**src/rtl/mini_src_pkg.sv**
```systemverilog
// rtl/mini_src_pkg.sv - shared mini SRC opcodes, mul/div state encoding and latency
package mini_src_pkg;

   localparam logic OP_MUL = 1'b0;
   localparam logic OP_DIV = 1'b1;

   typedef enum logic [1:0] {
      MD_IDLE = 2'd0,
      MD_RUN  = 2'd1,
      MD_FIX  = 2'd2
   } md_state_e;

   // Control unit stalls this many cycles after issuing a MUL/DIV start
   localparam int MULDIV_WIDTH   = 32;
   localparam int MULDIV_LATENCY = MULDIV_WIDTH + 2;

endpackage

```
**src/rtl/mul_div_addsub.sv**
```systemverilog
// rtl/mul_div_addsub.sv - shared adder/subtractor for Booth and non-restoring steps
module mul_div_addsub #(
   parameter int W = 33
) (
   input  logic [W-1:0] a,
   input  logic [W-1:0] b,
   input  logic         sub,
   output logic [W-1:0] sum
);

   assign sum = sub ? (a - b) : (a + b);

endmodule

```
**src/rtl/mul_div_unit.sv**
```systemverilog
// rtl/mul_div_unit.sv - sequential signed multiply (radix-2 Booth) / divide (non-restoring)
module mul_div_unit
   import mini_src_pkg::*;
#(
   parameter int WIDTH = 32,
   parameter int CNT_W = $clog2(WIDTH) + 1
) (
   input  logic             clock,
   input  logic             clear,
   input  logic             start,
   input  logic             op,
   input  logic [WIDTH-1:0] operand_a,
   input  logic [WIDTH-1:0] operand_b,
   output logic             busy,
   output logic             done,
   output logic             div_by_zero,
   output logic [WIDTH-1:0] hi,
   output logic [WIDTH-1:0] lo
);

   md_state_e        state_q, state_d;
   logic             op_q, op_d;
   logic [WIDTH-1:0] a_q, a_d, b_q, b_d;
   logic [WIDTH:0]   acc_hi_q, acc_hi_d;
   logic [WIDTH-1:0] acc_lo_q, acc_lo_d;
   logic             qm1_q, qm1_d;
   logic [CNT_W-1:0] cnt_q, cnt_d;
   logic             busy_q, busy_d, done_q, done_d, dbz_q, dbz_d;
   logic [WIDTH-1:0] hi_q, hi_d, lo_q, lo_d;

   logic [WIDTH-1:0] d_mag, a_mag_in, rem_mag;
   logic [WIDTH:0]   as_a, as_b, as_sum;
   logic             as_sub;

   assign d_mag    = b_q[WIDTH-1] ? -b_q : b_q;
   assign a_mag_in = operand_a[WIDTH-1] ? -operand_a : operand_a;

   mul_div_addsub #(.W(WIDTH + 1)) u_addsub (
      .a   (as_a),
      .b   (as_b),
      .sub (as_sub),
      .sum (as_sum)
   );

   // MUL keeps the Booth upper half sign-extended to WIDTH+1 so A-M never overflows
   always_comb begin
      as_a   = acc_hi_q;
      as_b   = '0;
      as_sub = 1'b0;
      if (state_q == MD_FIX) begin
         as_b = {1'b0, d_mag};
      end else if (op_q == OP_MUL) begin
         if (acc_lo_q[0] ^ qm1_q) begin
            as_b = {a_q[WIDTH-1], a_q};
         end
         as_sub = acc_lo_q[0] & ~qm1_q;
      end else begin
         as_a   = {acc_hi_q[WIDTH-1:0], acc_lo_q[WIDTH-1]};
         as_b   = {1'b0, d_mag};
         as_sub = ~acc_hi_q[WIDTH];
      end
   end

   assign rem_mag = acc_hi_q[WIDTH] ? as_sum[WIDTH-1:0] : acc_hi_q[WIDTH-1:0];

   always_comb begin
      state_d  = state_q;
      op_d     = op_q;
      a_d      = a_q;
      b_d      = b_q;
      acc_hi_d = acc_hi_q;
      acc_lo_d = acc_lo_q;
      qm1_d    = qm1_q;
      cnt_d    = cnt_q;
      busy_d   = busy_q;
      done_d   = 1'b0;
      dbz_d    = dbz_q;
      hi_d     = hi_q;
      lo_d     = lo_q;
      case (state_q)
         MD_IDLE: begin
            if (start) begin
               op_d     = op;
               a_d      = operand_a;
               b_d      = operand_b;
               acc_hi_d = '0;
               acc_lo_d = (op == OP_DIV) ? a_mag_in : operand_b;
               qm1_d    = 1'b0;
               cnt_d    = '0;
               dbz_d    = 1'b0;
               busy_d   = 1'b1;
               state_d  = MD_RUN;
            end
         end
         MD_RUN: begin
            if (op_q == OP_MUL) begin
               acc_hi_d = {as_sum[WIDTH], as_sum[WIDTH:1]};
               acc_lo_d = {as_sum[0], acc_lo_q[WIDTH-1:1]};
               qm1_d    = acc_lo_q[0];
            end else begin
               acc_hi_d = as_sum;
               acc_lo_d = {acc_lo_q[WIDTH-2:0], ~as_sum[WIDTH]};
            end
            cnt_d = cnt_q + CNT_W'(1);
            if (cnt_q == CNT_W'(WIDTH - 1)) begin
               state_d = MD_FIX;
            end
         end
         MD_FIX: begin
            if (op_q == OP_MUL) begin
               hi_d = acc_hi_q[WIDTH-1:0];
               lo_d = acc_lo_q;
            end else if (b_q == '0) begin
               dbz_d = 1'b1;
               hi_d  = a_q;
               lo_d  = '1;
            end else begin
               hi_d = a_q[WIDTH-1] ? -rem_mag : rem_mag;
               lo_d = (a_q[WIDTH-1] ^ b_q[WIDTH-1]) ? -acc_lo_q : acc_lo_q;
            end
            done_d  = 1'b1;
            busy_d  = 1'b0;
            state_d = MD_IDLE;
         end
         default: begin
            busy_d  = 1'b0;
            state_d = MD_IDLE;
         end
      endcase
   end

   always_ff @(posedge clock) begin
      if (!clear) begin
         state_q  <= MD_IDLE;
         op_q     <= OP_MUL;
         a_q      <= '0;
         b_q      <= '0;
         acc_hi_q <= '0;
         acc_lo_q <= '0;
         qm1_q    <= 1'b0;
         cnt_q    <= '0;
         busy_q   <= 1'b0;
         done_q   <= 1'b0;
         dbz_q    <= 1'b0;
         hi_q     <= '0;
         lo_q     <= '0;
      end else begin
         state_q  <= state_d;
         op_q     <= op_d;
         a_q      <= a_d;
         b_q      <= b_d;
         acc_hi_q <= acc_hi_d;
         acc_lo_q <= acc_lo_d;
         qm1_q    <= qm1_d;
         cnt_q    <= cnt_d;
         busy_q   <= busy_d;
         done_q   <= done_d;
         dbz_q    <= dbz_d;
         hi_q     <= hi_d;
         lo_q     <= lo_d;
      end
   end

   assign busy        = busy_q;
   assign done        = done_q;
   assign div_by_zero = dbz_q;
   assign hi          = hi_q;
   assign lo          = lo_q;

endmodule

```
**config.mk**
```make
export PLATFORM = sky130hd
export DESIGN_NAME = mul_div_unit
export DESIGN_NICKNAME = d
export VERILOG_FILES = /design/src/rtl/mini_src_pkg.sv /design/src/rtl/mul_div_addsub.sv /design/src/rtl/mul_div_unit.sv
export SDC_FILE = /design/constraint.sdc
export NUM_CORES = 1
export LEC_CHECK = 0
export CELL_PAD_IN_SITES_DETAIL_PLACEMENT = 1
export CELL_PAD_IN_SITES_GLOBAL_PLACEMENT = 1
export CORE_MARGIN = 1
export CORE_UTILIZATION = 48
export CTS_BUF_LIST = sky130_fd_sc_hd__clkbuf_8
export DETAILED_ROUTE_END_ITERATION = 8
export GPL_ROUTABILITY_DRIVEN = 0
export PLACE_DENSITY = 0.95
export SYNTH_ARGS = -nofsm -noshare
export SYNTH_HDL_FRONTEND = slang
export SYNTH_SLANG_ARGS = --single-unit
```
**constraint.sdc**
```tcl
create_clock -name clock -period 10.6 [get_ports clock]
set_clock_uncertainty 0.2 [all_clocks]
set_input_delay 2.12 -clock clock [delete_from_list [all_inputs] [get_ports clock]]
set_output_delay 2.12 -clock clock [all_outputs]
set_load 0.005 [all_outputs]
```
==> run metrics <==
clk sinks around 210; CTS max path bufs 3; post-synth top area cell sky130_fd_sc_hd__dfxtp_1; Root Buffer Master sky130_fd_sc_hd__clkbuf_8; Critical Path RT 10.94 ns; total negative slack for setup checks 0 ns; detail-routed via count per cell 6.91; Tmin final ~7.8 ns; Synthesized Nets between 2,000 and 2,500; layout cell share with drive strength beyond 1 between 7 and 8%; Cell Area, Synth between 15,000 and 20,000 um^2; largest net degree at the start of global routing ~100; combinational fraction of design power a little under 50%; switching part of the total about 47%; proportion of synthesized flip-flops having asynchronous set or reset 0%; clock insertion delay at the later pin of the skew report between 0.6 and 0.7 ns; final-report hold violation count 0; layout net count approximately 2,400; die height roughly 180 um; Critical R2R Capture hi[29]$_SDFFE_PN0P_; number of antenna violations at the first check in global routing 4; detailed-routing iteration count for the pre-antenna-repair pass 6; H-tree depth 2; number of cells traversed by the worst register-to-register path 20; crit path launch type register; Leakage Power ~6.7 nW; number of design-rule violations left by the first detailed-router iteration approximately 2,000; global router's overall resource usage about two fifths; Die Outline Area ~34,000 um^2; number of design rule violations left after detail routing 0; setup violation total in the final timing report 0; Placement Rows 66; total power divided by cell area 187 nW/um^2; cell internal power dissipation between 0.0015 and 0.002 W; FF-to-FF Start state_q[0]$_SDFFE_PN0P_; sequential fraction of design power 26.7%; maximum capacitance violations 0; r2r setup slk roughly 2.8 ns; number of synthesized register bits approximately 210; Netlist cell types 86; depth of the worst hold-timing path 2; register area share after synthesis about a quarter; CTS clock-pin slew for the worst setup and hold paths about 0.070 ns; final period utilization about three quarters; dominant synthesized flop cell sky130_fd_sc_hd__dfxtp_1; CP arrival just over 8 ns; highest-delay cell along the critical path sky130_fd_sc_hd__nand2b_1; via count of the first global-routing pass 19,100; delay of the slowest cell on the worst path a little over 1 ns; post-cts hold buffer count 0; largest cells by area after synthesis sky130_fd_sc_hd__dfxtp_1 26%, sky130_fd_sc_hd__a21oi_1 8.7%, sky130_fd_sc_hd__nand2_1 7.9%; commonest cells in the synthesized netlist 335 x sky130_fd_sc_hd__nand2_1, 276 x sky130_fd_sc_hd__a21oi_1, 206 x sky130_fd_sc_hd__dfxtp_1; Min Hold Slack between 0.2 and 0.25 ns; TritonCTS clock tree built; number of slew-limit violations in the final report 0; series of cell instances along the critical path nand2b_1 > nand2_1 > buf_4 > a21oi_1 > nor4b_1 > and3b_1 > nor2_1 > xor2_1 > ha_1 > a21oi_1 > o21ai_0 > nor2_1 > a21boi_1 > nor4_1 > o32a_1 > nor4b_1 > nand4_1 > o311a_1 > o31a_1 > o22ai_1; number of warnings printed during yosys synthesis 0; number of enable-type register cells in the synthesized netlist 0; Setup crit end kind register; outcome finished, final reports clean; post-CTS setup repair buffer count 0; routed via count between 15,000 and 20,000; mean area per synthesized cell slightly above 7 um^2; maximum fanout encountered on the critical timing path 26; footprint of the flip-flops and latches roughly 4100 um^2; Core Util, Final between 50% and 60%; core area ~33,000 um^2; remaining global-route overflow 0; Achievable Freq between 100 and 150 MHz; type of the worst setup path reg -> reg; half-perimeter wire length of the detailed placement result approximately 48,000 um; area added between synthesis and finish 14.3%; total CTS buffers 38; WL per Instance ~26 um; share of the synthesized area in the top cell type around 26%; most instantiated library cell after synthesis sky130_fd_sc_hd__nand2_1; IO buf count between 100 and 150; transition time at the pin with the least slew margin about 1.3 ns; top-level I/O count 135; number of nets with antenna violations after detailed routing 0; area used by multi-input combinational logic 11,100 um^2; path class of the lowest-slack min-delay path reg -> reg; die span in x between 150 and 200 um; clock network fraction of total power approximately a quarter; first-pass GRT wire length between 100,000 and 150,000 um; tightest slew margin relative to the limit ~15%; starting density of the core between 40% and 50%; layout filler cell count approximately 4,100; setup repair after global routing missed its margin false; endpoint of the worst hold-timing path hi[5]$_SDFFE_PN0P_; Net Switching approximately 0.0016 W; routed wire length about 72,000 um; synthesized instance count 2,219; worst hold path startpoint hi[5]$_SDFFE_PN0P_; number of gates resized after CTS 0; worst voltage drop across the vdd grid slightly above 0.0001 V
## area by class of cell
cell class | instances | share of cell area, %
antenna | 4 | 0.0549
clock inverter | 21 | 0.617
inverter | 36 | 0.755
multi-input combinational | 1807 | 60.8
tap | 442 | 3.03
clock buffer | 49 | 3.70
timing repair buffer | 161 | 8.44
sequential | 206 | 22.6
## layout by cell type, fill, tap and decap left out, drive strengths merged, types with 6 or more instances in the layout
cell	n
or4	16
nand4	12
o21bai	6
clkinv	7
or2	7
o211ai	34
mux2	38
inv	48
or3	26
mux2i	55
o31a	8
o21ai	176
nor3	32
and3	14
o311ai	6
nand2b	16
a211o	9
o21a	10
nor2b	15
ha	42
dfxtp	206
xor2	92
nor4	13
o41ai	11
clkbuf	49
a22oi	21
nand3	49
nand2	335
a211oi	53
nor2	187
a21o	17
a21oi	276
clkdlybuf4s50	133
and2	13
buf	28
a31oi	26
xnor2	71
o31ai	42
## logic make-up after synthesis
logic type                 count (synthesis)  share of synthesized area [%]
buffers and inverters                    206                           4.93
AOI/OAI and AO/OA                        747                           28.9
DFF                                      206                           25.8
xor gates and xnor gates                 163                           8.95
muxes                                     93                           6.13
and+or+nand+nor                          761                           21.8
adders and majority gates                 43                           3.42
## registers in the layout (all words and copies together) (netlist names), 2 cells and up
register / count
acc_hi_q: 33
acc_lo_q: 32
a_q: 32
state_q: 2
hi: 32
cnt_q: 6
b_q: 32
lo: 32
## worst max-delay path, delay by kind of cell, from the launching register on
kind,cells,cell delay [ns]
and+or+nand+nor,9,3.55
AOI/OAI and AO/OA,8,2.62
DFF,1,0.48
adders and majority gates,1,0.40
buffers and inverters,1,0.28
xor gates and xnor gates,1,0.18
## how the worst max path moves through the flow
stage / cells past startpoint / to / start
finish: 20 / hi[29]$_SDFFE_PN0P_ / state_q[0]$_SDFFE_PN0P_
global route: 20 / hi[29]$_SDFFE_PN0P_ / state_q[0]$_SDFFE_PN0P_
detailed placement: 21 / hi[29]$_SDFFE_PN0P_ / state_q[1]$_SDFFE_PN0P_
floorplan: 25 / hi[29]$_SDFFE_PN0P_ / acc_lo_q[0]$_SDFFE_PN0P_
global placement: 21 / hi[29]$_SDFFE_PN0P_ / state_q[1]$_SDFFE_PN0P_
CTS: 20 / hi[29]$_SDFFE_PN0P_ / state_q[0]$_SDFFE_PN0P_
## per-layer routing
layer | vias to the layer above | track usage [%] | routed length, um
li1 | 8052 | - | -
met1 | 9212 | 49.2 | 27300
met2 | 1203 | 65.3 | 32300
met3 | 367 | 10.6 | 7390
met4 | 0 | 26.3 | 4560
met5 | - | 0 | 0
## stage by stage
stage	power (W)	instance area, um^2	instances	setup slack [ns]
after floorplan	0.00206	16000	2219	4.24
after global placement	0.00241	17400	2652	3.49
after detailed placement	0.00250	17400	2652	3.08
after CTS	0.00334	18200	2722	3.03
after global routing	0.00356	18200	2724	2.16
final	0.00342	18200	2726	2.79
## power groups by stage
stage / combinational [W] / clock (W) / sequential [W]
detailed placement: 0.00158 / 0 / 0.000920
floorplan: 0.00117 / 0 / 0.000885
global placement: 0.00150 / 0 / 0.000915
finish: 0.00168 / 0.000828 / 0.000914
global route: 0.00179 / 0.000856 / 0.000917
CTS: 0.00161 / 0.000824 / 0.000907
Note: power is estimated with default switching activity, not from simulation.
==> RTL edit (same flow settings) <==
The parameter `WIDTH` goes from 32 to 16.
--- a/src/rtl/mul_div_unit.sv
+++ b/src/rtl/mul_div_unit.sv
@@ -2,7 +2,7 @@
 module mul_div_unit
    import mini_src_pkg::*;
 #(
-   parameter int WIDTH = 32,
+   parameter int WIDTH = 16,
    parameter int CNT_W = $clog2(WIDTH) + 1
 ) (
    input  logic             clock,
Ports: changed (resized hi, lo, operand_a and operand_b); port bits go from 135 to 71. The function was not compared with the original's and may differ.
==> RTL edit against the unedited design <==
  * Sequential cell count shrank 97
  * Final area shrank 50%
  * Area after synthesis shrank 49%
  * Utilization shrank 1.0 points
  * Worst setup slack gained 1400 ps
  * Final cell count shrank 51%
  * Routed wire length shrank 59%
  * Count of clock-buffer cells in the layout shrank 40
  * Non-clock buffer count shrank 79
  * Power shrank 53%
  * Largest power group unchanged
==> RTL edit: results (changes against the unedited design) <==
stage	metric	value	unit	change
run_status	status	complete, no violations		
placement	Area after DPL	8900	µm²	-49%
synthesis	mux cell area share after synthesis	7.28	%	+1.1 points
synthesis	Yosys cell types	72		-16%
detailed_routing	drt first-iter violations	756		-63%
placement	Post-DP HPWL	20800	µm	-56%
synthesis	sequential area share after synthesis	26.8	%	+0.93 points
global_routing	total track usage	34.1	%	-7.0 points
clock_network	total CTS buffers	9		-76%
final_layout	layout cells sized above 1	5.87	%	-1.2 points
global_routing	met1 usage	43.7	%	-5.4 points
clock_network	CTS sink cnt	109		-47%
placement	pre-CTS setup slack	4420	ps	+1340 ps
final_layout	antenna cells	0		-4
detailed_routing	Wirelength per Cell	22.1	µm	-16%
detailed_routing	routed length on met3	1990	µm	-73%
sta	Worst Max-Slew Pin Slew	1030	ps	-249 ps
final_layout	inverters	33		-8.3%
final_layout	Multi-input comb cells	868		-52%
power	VDD IR-drop max	0.0860	mV	-17%
detailed_routing	met2 wire length	13900	µm	-57%
power	Switching Fraction	46.6	%	-0.070 points
global_routing	GR Util met2	56.8	%	-8.4 points
detailed_routing	vias	8686		-54%
final_layout	number of flip-flops in the largest register	17		-48%
final_layout	Buffers excl. clock	82		-49%
sta	period utilisation layout	60.8	%	-13 points
clock_network	Longest Clk Path Bufs	2		-1
power	Sequential Power Share	30.3	%	+3.6 points
final_layout	FF/Latch Area	2180	µm²	-47%
setup_path	Slowest-stage cell, CP	buf_4		
power	Psw	754	µW	-53%
global_routing	met3 Track Usage GR	6.27	%	-4.4 points
synthesis	Synth top cells by count	155 x nand2_1, 109 x dfxtp_1, 100 x a21oi_1		
-- RTL edit: changes by cell type after synthesis, sizes merged, moves of 17 or more --
cell,before,now
o31ai,42,15
a22oi,21,2
a21oi,276,100
o21ai,176,69
nand2,335,155
clkbuf,153,65
nand3,49,25
xnor2,71,36
xor2,92,42
ha,42,25
nor2,187,80
mux2,38,18
dfxtp,206,109
-- RTL edit: tightest hold or removal path: stages (launching register included) --
cell and delay (ps):
dfxtp_1 330, nand2_1 50, a21oi_1 50
-- RTL edit: worst min path at each step --
| stage | start | endpoint | slack, ps | depth (start not counted) |
|---|---|---|---|---|
| detailed placement | hi[5] | hi[5] | 250 | 2 |
| global placement | hi[5] | hi[5] | 240 | 2 |
| finish | hi[5] | hi[5] | 260 | 2 |
| CTS | hi[5] | hi[5] | 260 | 2 |
| global route | busy | busy | 290 | 2 |
| floorplan | a_q[13] | a_q[13] | 240 | 2 |
